$ cat src/rtl/otf_pkg.sv
// Shared definitions for the radix-4 digit bus: digit type, digit codes, FSM states.
// Latency: n/a (package only).
// Backpressure: n/a (package only).
//
// Contents: digit_t (3-bit signed digit), RADIX, D_M2..D_P2 digit codes,
// cLog2() for pointer sizing, state_e encoder FSM states.
package otf_pkg;

    localparam int RADIX = 4;

    typedef logic signed [2:0] digit_t;

    localparam digit_t D_M2 = 3'sb110;
    localparam digit_t D_M1 = 3'sb111;
    localparam digit_t D_0  = 3'sb000;
    localparam digit_t D_P1 = 3'sb001;
    localparam digit_t D_P2 = 3'sb010;

    typedef enum logic {
        IDLE = 1'b0,
        RUN  = 1'b1
    } state_e;

    // Ceiling log2, never less than 1 so a single-digit word still gets a pointer bit.
    function automatic int cLog2(input int n);
        int r;
        int v;
        r = 0;
        v = n - 1;
        while (v > 0) begin
            r = r + 1;
            v = v >> 1;
        end
        return (r == 0) ? 1 : r;
    endfunction

endpackage

$ cat src/rtl/booth4_digit.sv
// Radix-4 minimally redundant recoder: 3-bit group {hi,mid,lo} -> digit -2*hi+mid+lo.
// Latency: combinational.
// Backpressure: none (pure function).
//
// Ports: grp (in, 3) bit group; q (out, 3) signed digit; q_abs (out, 3) magnitude.
module booth4_digit
    import otf_pkg::*;
(
    input  logic [2:0] grp,
    output digit_t     q,
    output logic [2:0] q_abs
);

    always_comb begin
        q = D_0;
        case (grp)
            3'b000, 3'b111: q = D_0;
            3'b001, 3'b010: q = D_P1;
            3'b011:         q = D_P2;
            3'b100:         q = D_M2;
            3'b101, 3'b110: q = D_M1;
            default:        q = D_0;
        endcase
    end

    always_comb begin
        q_abs = 3'b000;
        case (grp)
            3'b001, 3'b010, 3'b101, 3'b110: q_abs = 3'b001;
            3'b011, 3'b100:                 q_abs = 3'b010;
            default:                        q_abs = 3'b000;
        endcase
    end

endmodule

$ cat src/rtl/radix4_digit_encoder.sv
// Serial radix-4 signed-digit generator: emits a WL-bit word MSB-first as N digits in -2..+2.
// Latency: first digit valid the cycle after an accepted start; one digit per accepted cycle.
// Backpressure: out_ready low holds q/q_abs/pointer; CE low freezes everything.
//
// Ports: CLK/RST (sync, active-high), CE, start/din/ready (load side),
// valid/out_ready/q/q_abs/pointer (digit bus), done (end-of-word pulse), chk_err.
// Optional build macro RADIX4_ENC_SELFCHECK_EN: accumulates the emitted digits and
// flags chk_err if they do not reconstruct the loaded word; otherwise chk_err is 0.
module radix4_digit_encoder
    import otf_pkg::*;
#(
    parameter int N          = 12,
    parameter int WL         = 2 * N,
    parameter int RADIX      = 4,
    parameter int addpointer = cLog2(N)
) (
    input  logic                  CLK,
    input  logic                  RST,
    input  logic                  CE,
    input  logic                  start,
    input  logic [WL-1:0]         din,
    output logic                  ready,
    output logic                  valid,
    input  logic                  out_ready,
    output logic [2:0]            q,
    output logic [2:0]            q_abs,
    output logic [addpointer-1:0] pointer,
    output logic                  done,
    output logic                  chk_err
);

    // Bits consumed per digit; only radix 4 is meaningful for the 3-bit recoder.
    localparam int SH = $clog2(RADIX);

    state_e                state_q, state_d;
    logic [WL-1:0]         shreg_q, shreg_d;
    logic [addpointer-1:0] pointer_q, pointer_d;
    logic [2:0]            q_q, q_d;
    logic [2:0]            q_abs_q, q_abs_d;
    logic                  done_q, done_d;

    logic                  load;
    logic                  accept;
    logic                  last;
    logic [2:0]            nxt_grp;
    digit_t                nxt_q;
    logic [2:0]            nxt_q_abs;

    assign load   = (state_q == IDLE) && start && CE;
    assign accept = (state_q == RUN) && out_ready && CE;
    assign last   = (pointer_q == addpointer'(N - 1));

    // The digit shown next is the top group of the register after this cycle's
    // update. After an accept those are bits [WL-3 -: 3] of the current register;
    // the zeros shifted in supply b[-1]=0 for the final digit.
    assign nxt_grp = load ? din[WL-1 -: 3] : shreg_q[WL-3 -: 3];

    booth4_digit u_booth (
        .grp   (nxt_grp),
        .q     (nxt_q),
        .q_abs (nxt_q_abs)
    );

    always_comb begin
        state_d   = state_q;
        shreg_d   = shreg_q;
        pointer_d = pointer_q;
        q_d       = q_q;
        q_abs_d   = q_abs_q;
        done_d    = done_q;
        if (CE) begin
            done_d = 1'b0;
        end
        if (load) begin
            state_d   = RUN;
            shreg_d   = din;
            pointer_d = '0;
            q_d       = nxt_q;
            q_abs_d   = nxt_q_abs;
        end else if (accept) begin
            shreg_d = shreg_q << SH;
            if (last) begin
                state_d   = IDLE;
                pointer_d = '0;
                q_d       = 3'b000;
                q_abs_d   = 3'b000;
                done_d    = 1'b1;
            end else begin
                pointer_d = pointer_q + addpointer'(1);
                q_d       = nxt_q;
                q_abs_d   = nxt_q_abs;
            end
        end
    end

    always_ff @(posedge CLK) begin
        if (RST) begin
            state_q   <= IDLE;
            shreg_q   <= '0;
            pointer_q <= '0;
            q_q       <= 3'b000;
            q_abs_q   <= 3'b000;
            done_q    <= 1'b0;
        end else begin
            state_q   <= state_d;
            shreg_q   <= shreg_d;
            pointer_q <= pointer_d;
            q_q       <= q_d;
            q_abs_q   <= q_abs_d;
            done_q    <= done_d;
        end
    end

    assign ready   = (state_q == IDLE);
    assign valid   = (state_q == RUN);
    assign q       = q_q;
    assign q_abs   = q_abs_q;
    assign pointer = pointer_q;
    assign done    = done_q;

`ifdef RADIX4_ENC_SELFCHECK_EN
    // acc tracks sum d_k * 4^(N-1-k) of the digits accepted so far; one extra bit
    // of headroom covers the redundant range of the digit set.
    logic [WL:0]   acc_q, acc_d;
    logic [WL:0]   acc_nxt;
    logic [WL-1:0] din_q, din_d;
    logic          chk_err_q, chk_err_d;

    assign acc_nxt = (acc_q << SH) + {{(WL-2){q_q[2]}}, q_q};

    always_comb begin
        acc_d     = acc_q;
        din_d     = din_q;
        chk_err_d = chk_err_q;
        if (load) begin
            acc_d     = '0;
            din_d     = din;
            chk_err_d = 1'b0;
        end else if (accept) begin
            acc_d = acc_nxt;
            if (last) begin
                chk_err_d = (acc_nxt != {din_q[WL-1], din_q});
            end
        end
    end

    always_ff @(posedge CLK) begin
        if (RST) begin
            acc_q     <= '0;
            din_q     <= '0;
            chk_err_q <= 1'b0;
        end else begin
            acc_q     <= acc_d;
            din_q     <= din_d;
            chk_err_q <= chk_err_d;
        end
    end

    assign chk_err = chk_err_q;
`else
    assign chk_err = 1'b0;
`endif

endmodule
$ cat config.mk
export PLATFORM = sky130hd
export DESIGN_NAME = radix4_digit_encoder
export DESIGN_NICKNAME = d
export VERILOG_FILES = /design/src/rtl/otf_pkg.sv /design/src/rtl/booth4_digit.sv /design/src/rtl/radix4_digit_encoder.sv
export SDC_FILE = /design/constraint.sdc
export NUM_CORES = 1
export LEC_CHECK = 0
export ABC_CLOCK_PERIOD_IN_PS = 2340
export CAP_MARGIN = 10
export CELL_PAD_IN_SITES_DETAIL_PLACEMENT = 0
export CELL_PAD_IN_SITES_GLOBAL_PLACEMENT = 2
export CORE_ASPECT_RATIO = 1.4
export CORE_UTILIZATION = 27
export DETAILED_ROUTE_END_ITERATION = 16
export PLACE_DENSITY = 0.82
export SLEW_MARGIN = 15
export SYNTH_ARGS = -nofsm -noshare
export SYNTH_HDL_FRONTEND = slang
export SYNTH_SLANG_ARGS = --single-unit
$ cat constraint.sdc
create_clock -name CLK -period 2.34 [get_ports CLK]
set_clock_uncertainty 0.2 [all_clocks]
set_input_delay 0.702 -clock CLK [delete_from_list [all_inputs] [get_ports CLK]]
set_output_delay 0.702 -clock CLK [all_outputs]
set_load 0.01 [all_outputs]
---- Word level (Yosys, flattened, before mapping) ----
Memory sizes are Yosys's and may differ from the RTL's.
Index checks and enable logic that the tools add are counted.
word-level totals
  register bits after elaboration ......... 34
  bits in latches ......................... 0
  bits in writable memories ............... 0
  bits in read-only memories .............. 24
  output and inout port bits .............. 14
  memories kept ........................... 1
memory list
  name             depth  width  rd ports  clocked after Yosys merged registers in  wr ports  line                text
  (no name shown)  8      3      1         0                                        0         booth4_digit.sv:16  case (grp)
cells by class
  $add $sub $neg .......................... 1
  $mul .................................... 0
  divide/modulo/power cells ............... 0
  order comparisons ....................... 0
  equal/unequal tests ..................... 7
  shifts and indexed selects .............. 0
  muxes and demuxes ....................... 18
  bitwise gates (word level) .............. 1
  reduce and logical (&&, ||, !) cells .... 10
operators by type and width
  cell                 number
  $mux 22              2
  $mux 3               7
  $eq 3x3->1 const B   3
  $mux 1               7
  $eq 3x2->1 const B   2
  $add 4x1->4 const B  1
  $eq 4x4->1 const B   1
  $logic_and 1x1->1    4
  $mux 4               1
  $pmux 2 s2           1
  $reduce_bool 2->1    2
  $reduce_or 2->1      2
  $reduce_or 4->1      1
  $eq 3x1->1 const B   1
  $reduce_and 2->1     1
  $not 1->1            1

---- Depth between registers and ports, before layout ----
Gate-level depths: netlist of run 1.
  word-level depth ........................ 10
  mapped depth ............................ 10

---- Modules after synthesis ----
From an unflattened synthesis of run 1, not the netlist that was laid out.
unflattened totals
  cell total of the unflattened synthesis .. 186
  area total of the unflattened synthesis .. 1577.8 µm²
modules (own cells, without submodules)
  module                times used  cells each  area an instance (µm²)  seq. area each (µm²)
  radix4_digit_encoder  1           173         1483.9                  680.7
  booth4_digit          1           13          93.8                    0.0

---- Worst setup path before layout of run 1 ----
No wires, ideal clock.
  path kind ............................... input to register
  start point ............................. in start
  end point ............................... reg q_q[2] (netlist: q[2])
  setup time .............................. 0.070 ns
  arrival time ............................ 1.978 ns
  setup slack ............................. 0.092 ns
  cell stages on the path ................. 7
  path buffers ............................ 1
  cell sequence ........................... and3b_1 > buf_6 > mux2i_1 > inv_1 > ha_1 > or3_1 > a21oi_1
on the way
  longest elaborated chain between the ends .. 7
  elaborated cells between the ends (all ways) .. 8
  classes of those cells .................. mux (4); reduce/logical (3); memory (1)
ends and longest elaborated chain
  item                                 line                         text
  start: declaration                   radix4_digit_encoder.sv:20   input logic start,
  $logic_and 1x1->1 (*) (2 in series)  radix4_digit_encoder.sv:49   assign load = (state_q == IDLE) && start && CE;
  $mux 3 (*)                           radix4_digit_encoder.sv:56   assign nxt_grp = load ? din[WL-1 -: 3] : shreg_q[WL-3 -: 3];
  via nxt_grp[0]                       radix4_digit_encoder.sv:45   logic [2:0] nxt_grp;
  $mem_v2 8x3 (*)                      n/a
  $mux 3                               radix4_digit_encoder.sv:82   if (last) begin
  $mux 3                               radix4_digit_encoder.sv:80   end else if (accept) begin
  $mux 3 (*)                           radix4_digit_encoder.sv:74   if (load) begin
  end signal: assignment               radix4_digit_encoder.sv:108  q_q <= q_d;
  end: declaration                     radix4_digit_encoder.sv:38   logic [2:0] q_q, q_d;
Mark *: on every way through the listed nets, which the timed path passes. The rest lies on a longest branch. The select of a mux whose other input is x is not followed.
A chain may end at the register's enable or synchronous reset.

---- Worst setup path in the final report of run 1 ----
  start point ............................. reg state_q (netlist: valid)
  end point ............................... out valid
RTL lines
  item                      line                         text
  start: declaration        radix4_digit_encoder.sv:35   state_e state_q, state_d;
  start signal: assignment  radix4_digit_encoder.sv:105  state_q <= state_d;
  end: declaration          radix4_digit_encoder.sv:23   output logic valid,
No word-level cell between the ends.

==> results.md, run 1 <==
CTS:
- The clock reaches the later pin of the worst-skew pair after between 0.2 and 0.3 ns.
- Buffers inserted during clock tree synthesis total 5.
- The clock transition at the register clock pins on the worst setup and hold paths after CTS is about 0.07 ns.
- The TritonCTS clock tree is yes.
- Counting every sink on the clock net gives 33.
- For this design, the CTS-stage hold fixing added 0 buffers.
- The cell sitting at the root of the clock tree is a sky130_fd_sc_hd__clkbuf_8.
- The deepest clock path buffer count is 2.
- The H-tree was split into 2 levels.

Floorplanning:
- The height of the die is roughly 95 um.
- The die covers between 6000 and 7000 um2.
- Once the floorplan was initialized, standard cells occupied about 28% of the core.
- The horizontal die dimension is roughly 70 um.
- In this run the standard cell core region covers 5904 um2.
- The number of standard-cell rows in the floorplan is 33.
- The number of top-level design ports is 43.

Placed design:
- Input and output buffers added on the ports amount to 40.
- The final estimated routing congestion in global placement is 0.7605.
- The worst slack after detailed placement is -0.3484 ns.
- Detailed placement ended at an HPWL of 3.087 mm.
- The instance area at placement is around 2200 um2.
- The cell count after placement is ~330.

Layout:
- The area added between synthesis and finish is 39.70%.
- The final cell count without fillers is 337.
- The layout has roughly 630 filler cells.
- 0 antenna diodes ended up in the layout.
- Cells fill roughly 39% of the core in the end.
- For this run, the post-layout net count is 300.
- The share of final-layout standard cells stronger than drive strength 1 is 13.48%.
- Summing all non-filler instances in the final layout gives an area of between 2000 and 2500 um2.

Routing:
- The DRC violation count after routing is 0.
- The routed via count divided by cell count is slightly below 5.
- The count of nets left with antenna violations after detail routing is 0.
- The first-iteration detailed-routing DRC count is between 70 and 80.
- The final layout contains routed wiring with a total length of between 4 and 5 mm.
- The count of TritonRoute iterations in the first routing pass is 4.
- The total number of vias is roughly 1.6k.
- The detail-routed net length per standard cell is 12.96 um.

Worst setup path:
- The depth of the critical timing path with buffers and inverters included is 1.
- The data arrival time of the critical path is roughly 1.3 ns.
- The worst setup path is captured at a primary output.
- The worst setup path is of the reg2out kind.
- The number of cells on the worst reg-to-reg path is 8.
- The largest individual stage delay along the critical path comes from the cell sky130_fd_sc_hd__clkdlybuf4s50_1.
- The largest fanout on the critical path is 5.
- The largest single stage delay on the critical path is ~0.58 ns.
- The buffers plus inverters on the worst setup path is 1.
- STA puts the critical path data required time at 1.44 ns.
- The dominant delay contributor by cell family on the critical path is buffers and inverters.
- The signal on the critical path passes through clkdlybuf4s50_1.
- The worst setup path is launched from a register.
- In this run the register-to-register setup slack is between 0.3 and 0.4 ns.

Pwr:
- The maximum resistive drop on vdd is between 0.2 and 0.25 mV.
- In this run switching power makes up 26.23% of total power.
- Combinational logic burns ~18% of the power.
- In this run, flip-flops and latches consume between 40% and 50% of the power.
- The switching power summed over all nets is approximately 330 uW.
- For this design the ratio of total power to cell area is around 550 nW/um2.
- Total power for the finished layout comes to between 1 and 1.5 mW.
- The leakage power is 0.8895 nW.
- In this run, the clock network consumes between 30% and 40% of the power.
- The internal power of the cells is about 940 uW.

Logic synthesis:
- In this run the cell area of the synthesized design comes to 1658 um2.
- The synthesized flop and latch total is 33.
- By count the netlist is led by sky130_fd_sc_hd__nand2_1, sky130_fd_sc_hd__dfxtp_1, sky130_fd_sc_hd__nor2_1.
- The number of distinct library cells after synthesis is 30.
- Yosys attributes the largest share of cell area to sky130_fd_sc_hd__dfxtp_1, sky130_fd_sc_hd__a22oi_1, sky130_fd_sc_hd__nand2_1.
- The most common flop cell mapped by yosys is sky130_fd_sc_hd__dfxtp_1.
- In the synthesized netlist, the number of instances is 218.
- After synthesis, the share of flip-flops with an asynchronous set or reset is 0%.
- The cell type contributing the most total cell area after synthesis is sky130_fd_sc_hd__dfxtp_1.
- The share of the yosys chip area belonging to registers is between 30 and 40%.
- The number of warnings printed during yosys synthesis is 0.
- The mean cell area of the mapped netlist is between 7 and 8 um2.
- Counting flops with a built-in enable in the synthesized netlist gives 0.
- The fraction of post-synthesis cell area in the top cell type by area is between 30% and 40%.
- The most numerous cell in the Yosys netlist is sky130_fd_sc_hd__nand2_1.

Global route:
- The initial antenna violation count is 0.
- The via count of the first global-routing pass is 1524.
- In the global route stage, overall resource usage came out at between 10% and 20%.
- The maximum number of pins on one net before global-route repair is 28.
- The first-pass GRT wire length is approximately 7.0 mm.
- Global routing finished with a remaining overflow of 0.

Timing:
- The total count of max-transition violations in the final report is 0.
- The hold slack is 0.2552 ns.
- After layout, the worst path uses between 90 and 100% of the clock period.
- The minimum clock period after layout is between 2 and 2.5 ns.
- The final sum of negative setup slack is 0 ns.
- Across all setup checks in the final design, the least slack found is about 0.13 ns.
- Setup repair after global routing left no endpoint under its margin.
- The final number of hold-violating endpoints was 0.
- The number of setup violations in the final report is 0.
- The maximum achievable frequency is ~450 MHz.

Status:
- The run finished with clean final reports.

Min path:
- In this run the worst hold path is classified as reg2reg.
- The hold-critical path depth is 2.

Flow run:
- The count of maximum capacitance violations is 0.
## registers in the layout, summed over array words and instances, names as in the netlist
signal and flops:
done 1, q 3, valid 1, shreg_q 22, q_abs 2, pointer 4
## timing repair
| action | 4_1_cts | 5_1_grt |
|---|---|---|
| resized for setup | 3 | 6 |
| setup buffers | 0 | 3 |
| pin swaps | 3 | 5 |
| setup endpoints to repair | 2 | 3 |
## cell usage in the layout (no fill, tap or decap), drive strengths merged, types with 7 or more instances in the layout
cell | Yosys | routed
a21oi | 10 | 10
a22oi | 21 | 21
buf | 11 | 22
clkbuf | 10 | 7
clkdlybuf4s50 | 0 | 38
dfxtp | 33 | 33
nand2 | 36 | 36
nand3 | 21 | 21
nor2 | 25 | 25
o21ai | 20 | 20
## area by class of cell
type,instances,area [um2],area share [%]
multi-input cells,160,892.1,38.52
clock buffers,7,86.33,3.728
repair buffers,62,570.5,24.64
inverters,5,18.77,0.8104
well taps,70,87.58,3.782
flip-flops and latches,33,660.6,28.53
## cells by family after synthesis
family / synth area share [%]
simple gates: 25.74
flops: 39.85
buf+inv: 7.925
fa+ha+maj: 3.019
other cells: 0.2262
mux: 0.6038
compound gates: 22.64
## power by group through the flow
| stage | sequential (mW) | combinational, mW | clock, mW |
|---|---|---|---|
| 4_1_cts | 0.599 | 0.224 | 0.450 |
| 6_report | 0.599 | 0.230 | 0.440 |
| 3_5_place_dp | 0.612 | 0.223 | 0 |
| 3_3_place_gp | 0.611 | 0.224 | 0 |
| 2_1_floorplan | 0.609 | 0.121 | 0 |
| 5_1_grt | 0.601 | 0.255 | 0.476 |
## metal layers
| metal | wire (um) | up-vias | track usage (%) |
|---|---|---|---|
| met3 | 168 | 5 | 3.261 |
| li1 | - | 849 | - |
| met4 | 93 | 0 | 6.771 |
| met1 | 1831 | 745 | 17.23 |
| met2 | 2275 | 45 | 25.08 |
| met5 | 0 | - | 0 |
## final timing paths
path,endpoint,startpoint
max,valid,valid
min,q_abs[0],q_abs[0]
max reg2reg,q[2],valid
min reg2reg,q_abs[0],q_abs[0]
Power figures use the tool's default switching activity.
==> run 2: changes to the inputs <==
ABC_CLOCK_PERIOD_IN_PS = 2150   (was 2340)
clock period = 2.15 ns   (was 2.34 ns; I/O delays follow)
==> run 2 against run 1 <==
Via count is 0.30% higher; hold slack worse by 0.0040 ns; final cell count is 0.30% lower.
==> results.md, run 2 (synthesis gave the netlist of run 1 again) <==
Timing:
- Setup repair after global routing could not meet its margin everywhere.
- Summed over all failing endpoints, the final setup total negative slack is 0 ns.
- The minimum clock period after layout is 2.067 ns.
- The final number of hold-violating endpoints is 0.
- The post-route fraction of the period consumed by the critical path is 96.16%.
- The number of setup violations in the final report is 0.
- For this run, the top clock speed supported by timing is around 480 MHz.
- The total count of max-transition violations in the final report is 0.

Layout:
- Compared with the post-synthesis result, the final layout area differs by 38.64%.
- The library cells used most frequently in the layout, excluding fill and tap cells, are sky130_fd_sc_hd__clkdlybuf4s50_1, sky130_fd_sc_hd__nand2_1, sky130_fd_sc_hd__dfxtp_1.
- The post-layout utilization of the core is 38.93%.
- The most common library cell in the layout ignoring fill and taps is sky130_fd_sc_hd__clkdlybuf4s50_1.
- For this run, the post-layout net count is between 200 and 300.
- The number of diodes added for antenna fixing is 0.
- The register with the most flip-flops in the final layout is shreg_q.
- The share of final-layout standard cells stronger than drive strength 1 is a little over an eighth.
- The flip-flop count of the largest register after layout is 22.

Floorplanning:
- The number of top-level design ports is 43.
- The area enclosed by the die boundary is 6462 um2.
- In this run the core area contains 33 standard-cell rows.
- The height of the die is around 95 um.
- The starting density of the core is approximately 28%.
- The floorplan step defined a core boundary enclosing between 5000 and 6000 um2.
- In this run the horizontal extent of the chip is about 68 um.

Placed design:
- Buffers placed on the I/O ports in this run total 40.
- Routability-driven placement finished with a final weighted congestion of roughly 0.75.
- The post-DP HPWL is 3.200 mm.

Global route:
- The first-pass GRT wire length is between 7 and 8 mm.
- The initial antenna violation count was 0.
- The total routing resource utilization after global routing is between 15 and 20%.
- The via count of the first global-routing pass is between 1.5k and 2k.
- The total global routing overflow is 0.
- Entering global routing, the biggest net connects 24 pins.

CTS:
- The TritonCTS buffer count is 5.
- The clock latency at the later pin of the worst-skew pair is a little under 0.3 ns.
- The clock sink total is 33.
- The number of setup buffers added after CTS is 0.
- The buffer cell driving the clock tree root is sky130_fd_sc_hd__clkbuf_8.
- Hold repair after CTS inserted 0 buffers.
- The clock transition at the register clock pins on the worst setup and hold paths after CTS is around 0.070 ns.
- The longest clock path from root to sink contains 2 buffers.
- The TritonCTS clock tree is yes.
- The H-tree was split into 2 levels.

Status:
- The flow ran to the end, and the final reports show no timing, DRC or antenna violations.

Pwr:
- For this design the static power due to leakage is approximately 0.91 nW.
- The design draws ~1.4 mW.
- Dividing total power by cell area gives a power density of between 500 and 600 nW/um2.
- The maximum resistive drop on vdd is around 0.24 mV.

Routing:
- The routed via count divided by cell count is 4.908.
- The detailed router placed 1649 vias in this run.
- Routed signal wires occupy layers up through met4.
- Detailed routing placed a total of between 2 and 2.5 mm of wire on met2.
- In this run the remaining antenna-violating nets after routing total 0.
- For this block, wires on met1 add up to between 1.5 and 2 mm.
- The DRC violation count after routing is 0.
- The detail-routed net length per standard cell is around 13 um.
- The amount of wire on met3 after detailed routing is between 150 and 200 um.
- The first-iteration detailed-routing DRC count is 37.
- The first detailed-routing pass ran for 4 iterations.
- The overall routed net length is between 4 and 5 mm.

Worst setup path:
- The cell at the slowest stage of the critical path is sky130_fd_sc_hd__clkdlybuf4s50_1.
- The kind of launch point of the worst setup path is a register.
- The endpoint kind of the worst setup timing path is a primary output.
- Traced cell by cell, the critical path runs through clkdlybuf4s50_1.
- On the worst path, the slowest cell contributes a delay of 0.55 ns.
- The critical path is of the reg2out type.
- Together, buffers and inverters on the worst path number 1.
- STA puts the critical path data arrival time at between 1 and 1.5 ns.
- The largest fanout on the critical path is 5.
- The minimum setup slack among reg-to-reg paths is 0.27 ns.
- The required time at the endpoint of the critical path is between 1 and 1.5 ns.
- The dominant delay contributor by cell family on the critical path is buffers and inverters.

Min path:
- In this run the worst hold path is classified as reg2reg.

Flow run:
- The count of maximum capacitance violations is 0.
run 2: cell count changes in the layout (fill, tap and decap cells not counted), sizes merged:
cell	change
buf	-2
clkbuf	-1
clkdlybuf4s50	-2
clkinv	+2
dlygate4sd2	+1
dlymetal6s2s	+1
run 2: path summary, 6_finish.rpt:
| kind | from | to | cells after the start |
|---|---|---|---|
| hold reg to reg | q[2] | q[2] | 2 |
| hold / removal | q[2] | q[2] | 2 |
| setup / recovery | valid | valid | 1 |
| setup reg to reg | valid | q[2] | 6 |
run 2: stage by stage:
| stage | setup WS [ns] | instances | cell area, um2 | hold slack, ns |
|---|---|---|---|---|
| after CTS | 0.03715 | 336 | 2288 | 0.2545 |
| final | 0.08250 | 336 | 2298 | 0.2512 |
| after detailed placement | -0.4539 | 328 | 2206 | 0.2487 |
| after global routing | -0.03326 | 336 | 2298 | 0.2789 |
| after floorplan | 0.006934 | 219 | 1668 | 0.2663 |
| after global placement | -0.4394 | 328 | 2206 | 0.2442 |
run 2: metal layers:
layer | global-route usage, % | up-vias
li1 | - | 851
met1 | 17.93 | 754
met2 | 25.16 | 39
met3 | 3.744 | 5
met4 | 5.729 | 0
met5 | 0 | -
run 2: area by class of cell:
| cell class | instances | area, um2 |
|---|---|---|
| clock buffers | 6 | 72.57 |
| inverters | 5 | 18.77 |
| well taps | 70 | 87.58 |
| multi-input cells | 160 | 879.6 |
| repair buffers | 60 | 565.5 |
| clock inverters | 2 | 10.01 |
| flip-flops and latches | 33 | 664.4 |
| fillers | 624 | 3606 |
run 2: report_power, final:
| part | leakage [nW] | switching, mW | internal, mW |
|---|---|---|---|
| clock | 0.0450 | 0.231 | 0.224 |
| combinational | 0.599 | 0.122 | 0.125 |
| sequential | 0.270 | 0.0153 | 0.637 |
run 2: repair_timing:
item	4_1_cts	5_1_grt
resized for setup	4	5
pin swaps	3	2
endpoints found under the setup margin	27	6
==> run 3: changes to the inputs <==
RECOVER_POWER = 50   (was default)
==> run 3 against run 2 <==
Maximum frequency fell by 1.4%; utilization fell by 0.19 points; non-clock buffer count did not move; hold slack barely moved; global-route usage did not move; critical endpoint is now shreg_q[15].
==> results.md, run 3 (synthesis gave the netlist of run 1 again) <==
Status:
- The run finished with clean final reports.

Floorplanning:
- The initial utilization of the core area, before any placement, comes to approximately 28%.
- The area enclosed by the die boundary is approximately 6500 um2.
- The horizontal die dimension is 68.23 um.
- The die is approximately 95 um tall.
- The number of top-level design ports is 43.
- The floorplan core area is slightly below 6000 um2.
- The initialized floorplan defines 33 standard-cell rows.

Flow run:
- The count of maximum capacitance violations is 0.

Routing:
- The count of nets left with antenna violations after detail routing is 0.
- Using the TritonRoute via totals, the vias-per-cell ratio works out to ~4.9.
- After detailed routing, the average wire length per cell comes to approximately 13 um.
- Before antenna repair, the detailed router went through 4 iterations.
- The DRC violation count after routing is 0.
- After detailed routing, the total wire length is around 4.5 mm.
- The routed layout has between 1.5k and 2k vias.
- The detailed router finished its first iteration with 39 violations.

CTS:
- For this design, the CTS-stage hold fixing added 0 buffers.
- The clock transition at the register clock pins on the worst setup and hold paths after CTS is ~0.07 ns.
- TritonCTS built the clock tree.
- The clock reaches the later pin of the worst-skew pair after between 0.2 and 0.3 ns.
- The deepest clock path buffer count is 2.
- The level count of the clock H-tree is 2.
- The TritonCTS buffer count is 5.
- The clock drives 33 sinks.
- The root buffer cell chosen for the clock tree is sky130_fd_sc_hd__clkbuf_8.

Placed design:
- The count of buffers inserted at the top-level ports is 40.
- The wire-length estimate of the detail-placed layout is 3.200 mm.
- The final estimated routing congestion in global placement is roughly 0.75.
- The worst slack after detailed placement is -0.4539 ns.

Layout:
- The final net count is approximately 300.
- The library cell used most frequently in the layout, excluding fill and tap cells, is sky130_fd_sc_hd__nand2_1.
- The area added between synthesis and finish is 37.96%.
- Summing all multi-input logic gate instances after layout gives 879.6 um2.
- Counting flops per register, the top entry is shreg_q.
- Counting the fill cells in the layout gives between 600 and 700.
- Cells with a size suffix above 1 make up a little over an eighth of the layout.
- Leaving out fill and tap cells, the most frequent cells in the layout are sky130_fd_sc_hd__nand2_1, sky130_fd_sc_hd__clkdlybuf4s50_1, sky130_fd_sc_hd__dfxtp_1.
- The register with the most flip-flops in the layout has 22 of them.
- The repair_antennas step left the layout with diodes totalling 0.
- The sequential cells in the finished layout cover a total of roughly 660 um2.

Worst setup path:
- The required time at the endpoint of the critical path is 2.17 ns.
- Data arrives at the worst endpoint at 2.12 ns.
- Along the worst path, the maximum fanout reaches 10.
- STA classifies the critical path endpoint as a register.
- For this design, the slowest cell found on the critical path is sky130_fd_sc_hd__dlygate4sd3_1.
- The worst setup path category is in2reg.
- For this run, the slowest stage of the critical path takes approximately 0.56 ns.
- The kind of launch point of the worst setup path is an input pin.
- The critical path goes through dlygate4sd3_1 > and3_1 > nor2_4 > clkbuf_2 > a22oi_1 > nor2_1.

Timing:
- The number of setup violations in the final report is 0.
- Setup repair after global routing could not meet its margin everywhere.
- The post-route fraction of the period consumed by the critical path is 97.55%.
- Static timing analysis puts the maximum clock frequency at around 480 MHz.
- The minimum clock period after layout is 2.097 ns.
- The total count of max-transition violations in the final report was 0.
- The worst path meets setup with 0.05262 ns of slack.
- The tightest hold path in the finished design has a slack of roughly 0.25 ns.
- The final number of hold-violating endpoints is 0.

Pwr:
- Dividing total power by cell area gives a power density of ~590 nW/um2.
- The worst-case IR drop observed on VDD is roughly 0.24 mV.
- The leakage power is ~0.9 nW.

Global route:
- Entering global routing, the biggest net connects 24 pins.
- The first global-routing pass estimated ~7.2 mm of wire.
- The initial antenna violation count was 0.
- Global routing finished with a remaining overflow of 0.
- Across every metal layer, demand over resource in global routing totals 15.03%.
- The via count of the first global-routing pass is around 1.5k.

Min path:
- The path class of the tightest hold or removal check is reg2reg.
-- run 3: worst paths after layout --
kind                                 from     endpoint  slack [ns]  cells after the start
worst max-delay path            out_ready  shreg_q[15]        0.05                      6
worst min register to register       q[2]         q[2]        0.25                      2
worst min-delay path                 q[2]         q[2]        0.25                      2
worst max register to register      valid         q[2]        0.27                      6
-- run 3: repair_timing --
action,in CTS,in global routing
endpoints found under the setup margin,27,6
pin swaps,3,2
buffers inserted,0,0
gates resized for setup,4,5
-- run 3: per-stage QoR --
stage                     util (%)  power, mW  cell area [um2]  setup TNS [ns]  instances
after floorplan                  -     0.7960             1668               0        219
after global placement       37.36     0.9153             2206          -9.219        328
after detailed placement     37.36     0.9160             2206          -9.888        328
after CTS                    38.76      1.372             2288               0        336
after global routing         38.74      1.423             2287         -0.1080        336
final                        38.74      1.349             2287               0        336
-- run 3: area by class of cell --
cell class / count / area share (%)
Clock inverter: 2 / 0.4376
Timing Repair Buffer: 60 / 24.23
Inverter: 5 / 0.8206
Clock buffer: 6 / 3.173
Tap cell: 70 / 3.829
Multi-Input combinational cell: 160 / 38.46
Sequential cell: 33 / 29.05
-- run 3: power by group --
| part | internal (mW) | switching [mW] |
|---|---|---|
| Sequential | 0.637 | 0.0152 |
| Combinational | 0.123 | 0.122 |
| Clock | 0.224 | 0.228 |
-- run 3: critical path: cells and delay by family --
kind	cells	cell delay, ns
AO/OA/AOI/OAI	1	0.09
buffers and inverters	2	0.77
AND/OR/NAND/NOR	3	0.60
-- run 3: metal layers --
| layer | vias up | track usage (%) | wire length (um) |
|---|---|---|---|
| li1 | 852 | - | - |
| met1 | 755 | 17.93 | 2000 |
| met2 | 35 | 25.16 | 2251 |
| met3 | 4 | 3.744 | 155 |
| met4 | 0 | 5.729 | 55 |
| met5 | - | 0 | 0 |
